**src/rtl/pmod_7led_rx.sv**
```systemverilog
// pmod_7led_rx: far-end receiver for the Pmod 8-digit 7-segment serial link.
// Rebuilds 16-bit line words from sclk/serial_data, latches them on rclk,
// checks framing and one-hot digit select, and keeps the segment image.
//
// Ports:
//   clk, rst_n    system clock, async active-low reset
//   sclk, rclk    shift / latch clocks from the driver (async to clk)
//   serial_data   serial data, MSB first
//   word_o        last correctly framed word
//   word_valid    1-cycle pulse when word_o updates
//   frame_err     1-cycle pulse on rclk rise with bit count != 16
//   onehot_err    1-cycle pulse when a framed word's digit field is not one-hot
//   seg_buf       segment image, active-low, digit n at [8n+7:8n]
//   frame_done    1-cycle pulse when the last digit is written
//   bit_cnt_o     current bit count (17 = overrun)

// Single-bit synchroniser chain.
module pmod_7led_rx_sync #(
  parameter int STAGES = 2
) (
  input  logic clk,
  input  logic rst_n,
  input  logic d,
  output logic q
);
  logic [STAGES-1:0] ff;

  always_ff @(posedge clk or negedge rst_n)
    if (!rst_n) ff <= '0;
    else        ff <= {ff[STAGES-2:0], d};

  assign q = ff[STAGES-1];
endmodule

module pmod_7led_rx #(
  parameter int SYNC_STAGES = 2,
  parameter int DIGITS      = 8
) (
  input  logic                  clk,
  input  logic                  rst_n,
  input  logic                  sclk,
  input  logic                  rclk,
  input  logic                  serial_data,
  output logic [15:0]           word_o,
  output logic                  word_valid,
  output logic                  frame_err,
  output logic                  onehot_err,
  output logic [8*DIGITS-1:0]   seg_buf,
  output logic                  frame_done,
  output logic [4:0]            bit_cnt_o
);
  localparam int NIN = 3;         // 2: sclk, 1: rclk, 0: serial_data
  localparam logic [4:0] CNT_FULL = 5'd16;
  localparam logic [4:0] CNT_OVR  = 5'd17;

  logic [NIN-1:0] pins, pins_s, pins_h;
  assign pins = {sclk, rclk, serial_data};

  for (genvar i = 0; i < NIN; i++) begin : g_sync
    pmod_7led_rx_sync #(.STAGES(SYNC_STAGES)) u_sync (
      .clk   (clk),
      .rst_n (rst_n),
      .d     (pins[i]),
      .q     (pins_s[i])
    );
  end

  // Edge history: one more registered copy of the synchronised pins.
  always_ff @(posedge clk or negedge rst_n)
    if (!rst_n) pins_h <= '0;
    else        pins_h <= pins_s;

  logic sclk_rise, rclk_rise, data_s;
  assign sclk_rise = pins_s[2] & ~pins_h[2];
  assign rclk_rise = pins_s[1] & ~pins_h[1];
  assign data_s    = pins_s[0];

  // Shift/count next-state; the latch decision looks at these so a shift
  // landing in the same cycle as a latch is counted before the check.
  logic [15:0] shreg, sh_nxt;
  logic [4:0]  bit_cnt, cnt_nxt;
  logic        latch_ok;

  always_comb begin
    sh_nxt  = shreg;
    cnt_nxt = bit_cnt;
    if (sclk_rise) begin
      sh_nxt  = {shreg[14:0], data_s};
      cnt_nxt = (bit_cnt == CNT_OVR) ? CNT_OVR : bit_cnt + 5'd1;
    end
  end

  assign latch_ok = rclk_rise && (cnt_nxt == CNT_FULL);

  always_ff @(posedge clk or negedge rst_n)
    if (!rst_n) begin
      shreg      <= '0;
      bit_cnt    <= '0;
      word_o     <= '0;
      word_valid <= 1'b0;
      frame_err  <= 1'b0;
    end else begin
      shreg      <= sh_nxt;
      bit_cnt    <= rclk_rise ? 5'd0 : cnt_nxt;
      word_valid <= latch_ok;
      frame_err  <= rclk_rise && !latch_ok;
      if (latch_ok) word_o <= sh_nxt;
    end

  assign bit_cnt_o = bit_cnt;

  // Decode stage: runs the cycle after word_valid, from the registered word.
  logic [7:0] dig;
  logic [7:0] seg_pat;
  logic       onehot;
  assign dig     = word_o[7:0];
  assign seg_pat = word_o[15:8];
  assign onehot  = (dig != 8'd0) && ((dig & (dig - 8'd1)) == 8'd0);

  logic [DIGITS-1:0][7:0] seg_q;

  for (genvar n = 0; n < DIGITS; n++) begin : g_dig
    always_ff @(posedge clk or negedge rst_n)
      if (!rst_n)                              seg_q[n] <= 8'hFF;
      else if (word_valid && onehot && dig[n]) seg_q[n] <= seg_pat;
  end

  always_ff @(posedge clk or negedge rst_n)
    if (!rst_n) begin
      onehot_err <= 1'b0;
      frame_done <= 1'b0;
    end else begin
      onehot_err <= word_valid && !onehot;
      frame_done <= word_valid && onehot && dig[DIGITS-1];
    end

  assign seg_buf = seg_q;
endmodule

```
**config.mk**
```make
export PLATFORM = sky130hd
export DESIGN_NAME = pmod_7led_rx
export DESIGN_NICKNAME = d
export VERILOG_FILES = /design/src/rtl/pmod_7led_rx.sv
export SDC_FILE = /design/constraint.sdc
export NUM_CORES = 1
export LEC_CHECK = 0
export ABC_AREA = 1
export CORE_MARGIN = 4
export CORE_UTILIZATION = 58
export CTS_BUF_LIST = sky130_fd_sc_hd__clkbuf_2 sky130_fd_sc_hd__clkbuf_4 sky130_fd_sc_hd__clkbuf_8
export DETAILED_ROUTE_END_ITERATION = 7
export PLACE_DENSITY = 0.91
export REMOVE_ABC_BUFFERS = 1
export SYNTH_ARGS = -nofsm -noshare
export SYNTH_HDL_FRONTEND = slang
export SYNTH_SLANG_ARGS = --single-unit
```
**constraint.sdc**
```tcl
create_clock -name clk -period 3.7 [get_ports clk]
set_input_delay 0.74 -clock clk [delete_from_list [all_inputs] [get_ports clk]]
set_output_delay 0.74 -clock clk [all_outputs]
set_load 0.01 [all_outputs]
```
# Yosys cells after proc, flatten, opt, wreduce, memory -nomap -nowiden
# Cells that the tools add are included.
[totals] regBits=114 input_bits=5
[classes] add_sub_neg=2 mux=4 n_eq_ne=2 n_bitwise=5 reduce_logical=17
[op_table] op="two-way mux 16 bit" count=1
[op_table] op="two-way mux 5 bit" count=3
[op_table] op="logical AND 1 bit" count=13
[op_table] op="== test 5 bit (second input constant)" count=2
[op_table] op="AND 8 bit" count=1
[op_table] op="zero test 8 bit" count=1
[op_table] op="nonzero test 8 bit" count=1
[op_table] op="subtractor 8 x 1 -> 8 bit (second input constant)" count=1
[op_table] op="adder 5 x 1 -> 5 bit (second input constant)" count=1
[op_table] op="AND 1 bit" count=2
[op_table] op="zero test 1 bit" count=2
[op_table] op="NOT 1 bit" count=2

# Longest topological paths before layout
# Gate-level depths: netlist of run 1.
[logic_depth] word_depth=7 ltp_mapped=12 ltp_nobuf=11

# Modules after synthesis
# Synthesis of run 1 repeated with hierarchy kept, for this count alone.
[hier_totals] cells_unflattened=519 area_unflattened_um2=4798.4
[modules_own_cells] mod="pmod_7led_rx" area_each_um2=4648.2 n_inst=1 cells_per_inst=513 seq_area_each_um2=2757.6
[modules_own_cells] mod="pmod_7led_rx_sync" area_each_um2=50.0 n_inst=3 cells_per_inst=2 seq_area_each_um2=50.0

# Worst setup path before layout of run 1
# OpenSTA, ideal clock, no wires.
[synth_path] path_type="register to register" start="register bit_cnt[1] (netlist: bit_cnt_o[1])" end="register word_o[0]" t_arrival_ns=1.563 slack_ns=2.019 stages_incl_launch_ff=13 path_cell_list="dfrtp_1 inv_1 ha_1 inv_1 nand2_1 nand2_1 inv_1 nand3_2 nor2_8 nand3_4 buf_6 nand2_1 nand2_1"
[synth_via] elab_chain_len=5
[synth_rtl] item="start, declared" line_no="81" rtl="logic [4:0] bit_cnt, cnt_nxt;"
[synth_rtl] item="start signal, assigned" line_no="104" rtl="bit_cnt <= rclk_rise ? 5'd0 : cnt_nxt;"
[synth_rtl] item="adder 5 x 1 -> 5 bit or == test 5 bit (tied branches)" line_no="89" rtl="cnt_nxt = (bit_cnt == CNT_OVR) ? CNT_OVR : bit_cnt + 5'd1;"
[synth_rtl] item="two-way mux 5 bit" line_no="89"
[synth_rtl] item="two-way mux 5 bit *" line_no="87" rtl="if (sclk_rise) begin"
[synth_rtl] item="== test 5 bit *" line_no="93" rtl="assign latch_ok = rclk_rise && (cnt_nxt == CNT_FULL);"
[synth_rtl] item="logical AND 1 bit *" line_no="93"
[synth_rtl] item="end signal, assigned" line_no="107" rtl="if (latch_ok) word_o <= sh_nxt;"
[synth_rtl] item="end, declared" line_no="44" rtl="output logic [15:0] word_o,"
# Mark *: on every way between the ends. The rest lies on a longest branch, timed or not.
# A chain may end at the register's enable or synchronous reset.

# Worst setup path after layout of run 1
[layout_path] start="register word_o[4]" end="register seg_q (netlist bit seg_buf[48])"
[layout_via] elab_chain_len=6
[layout_rtl] item="subtractor 8 x 1 -> 8 bit" line_no="118" rtl="assign onehot = (dig != 8'd0) && ((dig & (dig - 8'd1)) == 8'd0);"
[layout_rtl] item="AND 8 bit" line_no="118"
[layout_rtl] item="zero test 8 bit" line_no="118"
[layout_rtl] item="logical AND 1 bit *" line_no="118"
[layout_rtl] item="logical AND 1 bit * (2 in a row)" line_no="125" rtl="else if (word_valid && onehot && dig[n]) seg_q[n] <= seg_pat;"
[layout_rtl] item="end signal, assigned by index" line_no="125"
[layout_rtl] item="end, declared" line_no="120" rtl="logic [DIGITS-1:0][7:0] seg_q;"
# Marks and branches as above.

==> flow_summary.toml, run 1 <==
[status]
status = "complete, no violations"

[logic_synthesis]
ys_seq_elements = 113
synth-compound-area-share_pct = 1.10
synth_edf_count = 0
synth_area_um2 = 4800
synth.area.mux_share_pct = 0
yosysUniqueCellTypes = 24
ys_warn_count = 0
synth_area_leaders = "dfstp_2, dfrtp_1, nand2_1, nand4_1, clkbuf_1"
synthSimpleGateAreaFrac_pct = 32.5
synth_common_cells = "nand2_1, nand4_1, dfstp_2"
ys_seq_area_share_pct = 60.6
synth_xor_area_share_pct = 0.183
post_synth.cell_area_avg_um2 = 9.25
yosysTopAreaCellShare_pct = 35.0
ys.flop_type = "dfstp_2"
synth.largest_area_cell = "dfstp_2"
synth_cells = 519
synth_top_family_by_area = "simple AND/OR/NAND/NOR gates"
yosysMostFrequentCell = "nand2_1"
async_reset_ff_share_pct = 100
synth-adder-area-share_pct = 0.522

[die]
dieArea_um2 = 9790
ios = 94
core_um2 = 7890
fp.dieH_um = 99.0
row_count = 32
fp.dieW_um = 99.0
start_util_pct = 60.8

[clock_network]
cts_buffers = 17
cts_tree = "yes"
path_clk_slew_ns = 0.06
postCtsSetupRepairBufs = 0
h-tree-depth = 4
postCtsResizedCells = 0
root_buffer = "clkbuf_8"
clock-sinks = 113
cts_hold_buf = 0
clockBufferDepth = 2
clock_latency_ns = 0.43

[setup_path]
cp.arrival_ns = 3.18
crit_family = "simple AND/OR/NAND/NOR gates"
cp-end-kind = "register"
path_buf_inv = 1
r2r_end = "seg_buf[48]"
crit_fanout = 47
reg2reg_depth = 8
rr_startpoint = "word_o[4]"
crit_type = "register to register"
r2r_slack_ns = 0.88
slowest_stage = "nor2_4"
cpPeakStageDelay_ns = 0.78
timing.critical_path.required_ns = 4.05
cp_cell_sequence = "nor2_1 > inv_1 > o21ai_1 > nand3_1 > nor2_4 > nand3_1 > nand2_1 > nand2_1"
start_kind = "register"

[timing]
max_freq_ghz = 0.354
tns_ns = 0
max_slew.worst_pin.slew_ns = 1.13
slew_headroom_pct = 24.1
fin_crit_sh_pct = 76.3
holdWs_ns = 0.351
skew_ns = 0.00931
min_period_ns = 2.82
finalSetupViolations = 0
rsz0062_at_grt = "false"
finalHoldViolCount = 0
slew_violations = 0

[layout]
antenna_cells = 0
synthToLayoutAreaGrowth_pct = 28.9
layout-drive-gt1-share_pct = 19.2
final_nets = 608

[detailed_routing]
ant_nets = 0
dr.first_iter.drc_count = 383
wirelength_um = 12800
dr_total_vias = 4246
dr.pass1.iters = 7
vias_per_cell = 5.93
drc_errors = 0
routed_wire_length_per_instance_um = 17.9

[worst_hold_path]
min_from = "g_sync[2].u_sync.ff[0]"
min_to = "g_sync[2].u_sync.ff[1]"
hold_path_class = "register to register"
hold-path-cell-count = 0

[global_routing]
gr-total-overflow = 0
grt_antenna_before_repair = 0
grt_pass1_wl_um = 21000
grt_max_degree = 77
grtUsageTotal_pct = 26.9
grt_pass1_vias = 4130

[placement]
hpwl_um = 8270
numPortBuffers = 93
globalplace.congestion = 0.827

[pwr]
peakVddDrop_v = 0.000287
power_density_nw_per_um2 = 435
leakage_nw = 2.91

[flow_run]
maxCapViolCount = 0
[report_power, final]
part	switching, mW	internal (mW)
logic	0.0988	0.0442
registers	0.0275	1.28
clock network	0.488	0.750
[state kept, by name, summed over array words and instances (netlist names), 2 cells and up]
name	count
bit_cnt_o	5
g_sync.u_sync.ff	6
pins_h	2
seg_buf	64
shreg	16
word_o	16
[stage by stage]
stage | cells | power (mW) | worst slack (ns) | util [%] | area [um^2]
final | 716 | 2.69 | 0.877 | 78.4 | 6190
after global routing | 716 | 2.77 | 0.601 | 78.4 | 6190
after CTS | 716 | 2.70 | 0.940 | 78.4 | 6190
after detailed placement | 684 | 1.47 | 1.04 | 72.9 | 5750
after global placement | 684 | 1.46 | 1.28 | 72.9 | 5750
after floorplan | 481 | 1.40 | 1.27 | - | 4620
[final cells by class]
cell class,count,area (um^2)
clock inverter,9,129
tap,102,128
timing repair buffer,101,1000
inverter,18,67.6
fill,480,1700
sequential,113,2910
multi-input combinational,350,1650
clock buffer,23,304
[worst max-delay path by stage]
stage / to / start / depth (start not counted)
after floorplan: seg_buf[0] / word_o[1] / 8
after global placement: seg_buf[54] / word_o[5] / 8
after detailed placement: seg_buf[15] / word_o[0] / 8
after CTS: seg_buf[15] / word_o[4] / 8
after global routing: seg_buf[18] / word_o[5] / 8
final: seg_buf[48] / word_o[4] / 8
[worst register-to-register path, cell delays in order (launching register included)]
cell and delay [ns]:
dfrtp_1 0.55, nor2_1 0.24, inv_1 0.10, o21ai_1 0.15, nand3_1 0.16, nor2_4 0.78, nand3_1 0.51, nand2_1 0.19
nand2_1 0.07
[logic make-up after synthesis]
group,after synthesis
compound gates,10
buf+inv,56
flops,113
xor+xnor,1
fa+ha+maj,2
simple gates,337
[layout by cell type, fill, tap and decap left out, drive strengths merged]
cell type | netlist | layout
buf | 17 | 9
a21oi | 3 | 3
nand2 | 224 | 224
inv | 18 | 18
dfrtp | 49 | 49
clkinvlp | 0 | 2
bufinv | 0 | 3
o21bai | 1 | 1
clkinv | 0 | 4
clkbuf | 21 | 23
dfstp | 64 | 64
xor2 | 1 | 1
nand4 | 80 | 80
ha | 2 | 2
nand3 | 17 | 17
o21ai | 6 | 6
clkdlybuf4s50 | 0 | 92
nor2 | 16 | 16
[metal layers]
metal	global-route usage, %	up-vias	share of wire, %
met4	12.5	0	3.7
met2	43.0	282	49
met5	0	-	0
met3	7.64	51	11
met1	33.9	2028	36
li1	-	1885	-
Power figures use the tool's default switching activity.
==> run 2, diff against run 1 <==
--- a/config.mk
+++ b/config.mk
@@ -7,10 +7,10 @@
 export LEC_CHECK = 0
 export ABC_AREA = 1
 export CORE_MARGIN = 4
-export CORE_UTILIZATION = 58
+export CORE_UTILIZATION = 53
 export CTS_BUF_LIST = sky130_fd_sc_hd__clkbuf_2 sky130_fd_sc_hd__clkbuf_4 sky130_fd_sc_hd__clkbuf_8
 export DETAILED_ROUTE_END_ITERATION = 7
-export PLACE_DENSITY = 0.91
+export PLACE_DENSITY = 0.85
 export REMOVE_ABC_BUFFERS = 1
 export SYNTH_ARGS = -nofsm -noshare
 export SYNTH_HDL_FRONTEND = slang
==> constraint.sdc (replaced) <==
create_clock -name clk -period 2.6 [get_ports clk]
set_input_delay 0.52 -clock clk [delete_from_list [all_inputs] [get_ports clk]]
set_output_delay 0.52 -clock clk [all_outputs]
set_load 0.01 [all_outputs]
==> run 2 against run 1 <==
Compared with the run above: clock power rose by 58%; core utilization fell by 6.4 points; largest cell class unchanged; sequential cell count did not move; hold slack got worse by 0.32 ns; non-clock buffer count rose by 8; sequential share of layout area fell by 0.97 points; critical path depth rose by 1; critical path type unchanged; sequential power rose by 42%; via count rose by 0.28%.
==> flow_summary.toml, run 2 (synthesis gave the netlist of run 1 again) <==
[timing]
finalHoldViolCount = 0
slew_headroom_pct = 53.1
layout_setup_ws_ns = 0.275
min_period_ns = 2.33
fin_crit_sh_pct = 89.4
tns_ns = 0
finalSetupViolations = 0
max_freq_ghz = 0.430
max_slew.worst_pin.slew_ns = 0.704
slew_violations = 0
skew_ns = 0.0129
rsz0062_at_grt = "false"

[detailed_routing]
dr_total_vias = 4258
drc_errors = 0
dr.first_iter.drc_count = 310
routed_wire_length_per_instance_um = 17.8
vias_per_cell = 5.83
ant_nets = 0
wirelength_um = 13000
dr.pass1.iters = 6

[pwr]
p_switching_mw = 0.864
leakage_nw = 2.97
combinationalPowerShare_pct = 5.1
pwr-share-seq_pct = 46.2
pwr-share-clk_pct = 48.7
power_density_nw_per_um2 = 636
peakVddDrop_v = 0.000358
swShare_pct = 21.5
internal_power_mw = 3.15

[global_routing]
grt_max_degree = 74
grt_pass1_wl_um = 21300
grt_antenna_before_repair = 0
grtUsageTotal_pct = 26.0
grt_pass1_vias = 4273
gr-total-overflow = 0

[clock_network]
cts_buffers = 17
h-tree-depth = 4
root_buffer = "clkbuf_8"
path_clk_slew_ns = 0.07
postCtsSetupRepairBufs = 0
postCtsResizedCells = 0
clock_latency_ns = 0.41
clock-sinks = 113
cts_hold_buf = 0
clockBufferDepth = 2
cts_tree = "yes"

[layout]
layout-drive-gt1-share_pct = 20.3
antenna_cells = 0
final_cell_mix = "nand2_1, clkdlybuf4s50_1, nand4_1, dfstp_2, dfrtp_1"
synthToLayoutAreaGrowth_pct = 31.6
final_nets = 616
final_common_cell = "nand2_1"
finalInstanceArea_um2 = 6320
largest_reg_flops = 64

[placement]
place_area_um2 = 5830
globalplace.congestion = 0.831
dp_slack_ns = 0.449
numPortBuffers = 93
hpwl_um = 8250

[setup_path]
crit_type = "register to register"
crit_fanout = 73
start_kind = "register"
timing.critical_path.required_ns = 2.93
reg2reg_depth = 9
cp-end-kind = "register"
cp.arrival_ns = 2.66

[die]
row_count = 34
fp.dieH_um = 103
fp.dieW_um = 103
dieArea_um2 = 10600
ios = 94
core_um2 = 8760
start_util_pct = 54.8

[flow_run]
maxCapViolCount = 0

[worst_hold_path]
hold_path_class = "input pin to asynchronous set/reset pin"

[status]
status = "complete, no violations"
## run 2: cell types whose count changed in the layout (fill, tap and decap cells not counted), sizes merged
| cell | delta |
|---|---|
| buf | +8 |
| bufinv | +2 |
| clkinv | -2 |
## run 2: final cells by class
| cell class | count | area [um^2] |
|---|---|---|
| flip-flops and latches | 113 | 2910 |
| repair buffers | 109 | 1070 |
| clock buffers | 23 | 304 |
| clock inverters | 9 | 179 |
| inverters | 18 | 67.6 |
| fillers | 594 | 2450 |
| well taps | 108 | 135 |
| multi-input cells | 350 | 1650 |
## run 2: per-stage QoR
stage                     power [mW]  hold slack [ns]  std cells  utilization, %
final                           4.02           0.0272        730            72.1
after global routing            4.17           0.0231        730            72.1
after CTS                       4.03           0.0124        730            72.1
after detailed placement        2.09            0.337        698            66.6
after global placement          2.08            0.333        698            66.6
after floorplan                 1.99            0.224        481               -
## run 2: path summary, 6_finish.rpt
check | slack [ns] | to | startpoint
setup / recovery | 0.27 | seg_buf[34] | word_o[0]
hold / removal | 0.03 | onehot_err | rst_n
setup reg to reg | 0.27 | seg_buf[34] | word_o[0]
hold reg to reg | 0.35 | g_sync[2].u_sync.ff[1] | g_sync[2].u_sync.ff[0]
max in group asynchronous | 1.85 | seg_buf[37] | rst_n
min in group clk | 0.35 | g_sync[2].u_sync.ff[1] | g_sync[2].u_sync.ff[0]
## run 2: worst max-delay path: stages, from the launching register on
cell	delay, ns
dfrtp_1	0.56
nor2_1	0.26
nand2_1	0.08
o21ai_1	0.11
nand3_1	0.16
nor2_4	0.17
buf_12	0.29
nand3_1	0.33
nand2_1	0.20
nand2_1	0.07
## run 2: metal layers
metal / vias to the layer above / wire [um] / GRT usage (%)
met2: 265 / 6220 / 41.5
met1: 2051 / 5160 / 33.4
met4: 0 / 357 / 10.5
met3: 48 / 1230 / 7.71
met5: - / 0 / 0
li1: 1894 / - / -
## run 2: power groups by stage
stage | Sequential, mW | Combinational [mW] | Clock (mW)
after global placement | 1.88 | 0.194 | 0
after CTS | 1.86 | 0.205 | 1.97
after floorplan | 1.88 | 0.112 | 0
after detailed placement | 1.88 | 0.201 | 0
final | 1.86 | 0.204 | 1.96
after global routing | 1.86 | 0.240 | 2.06
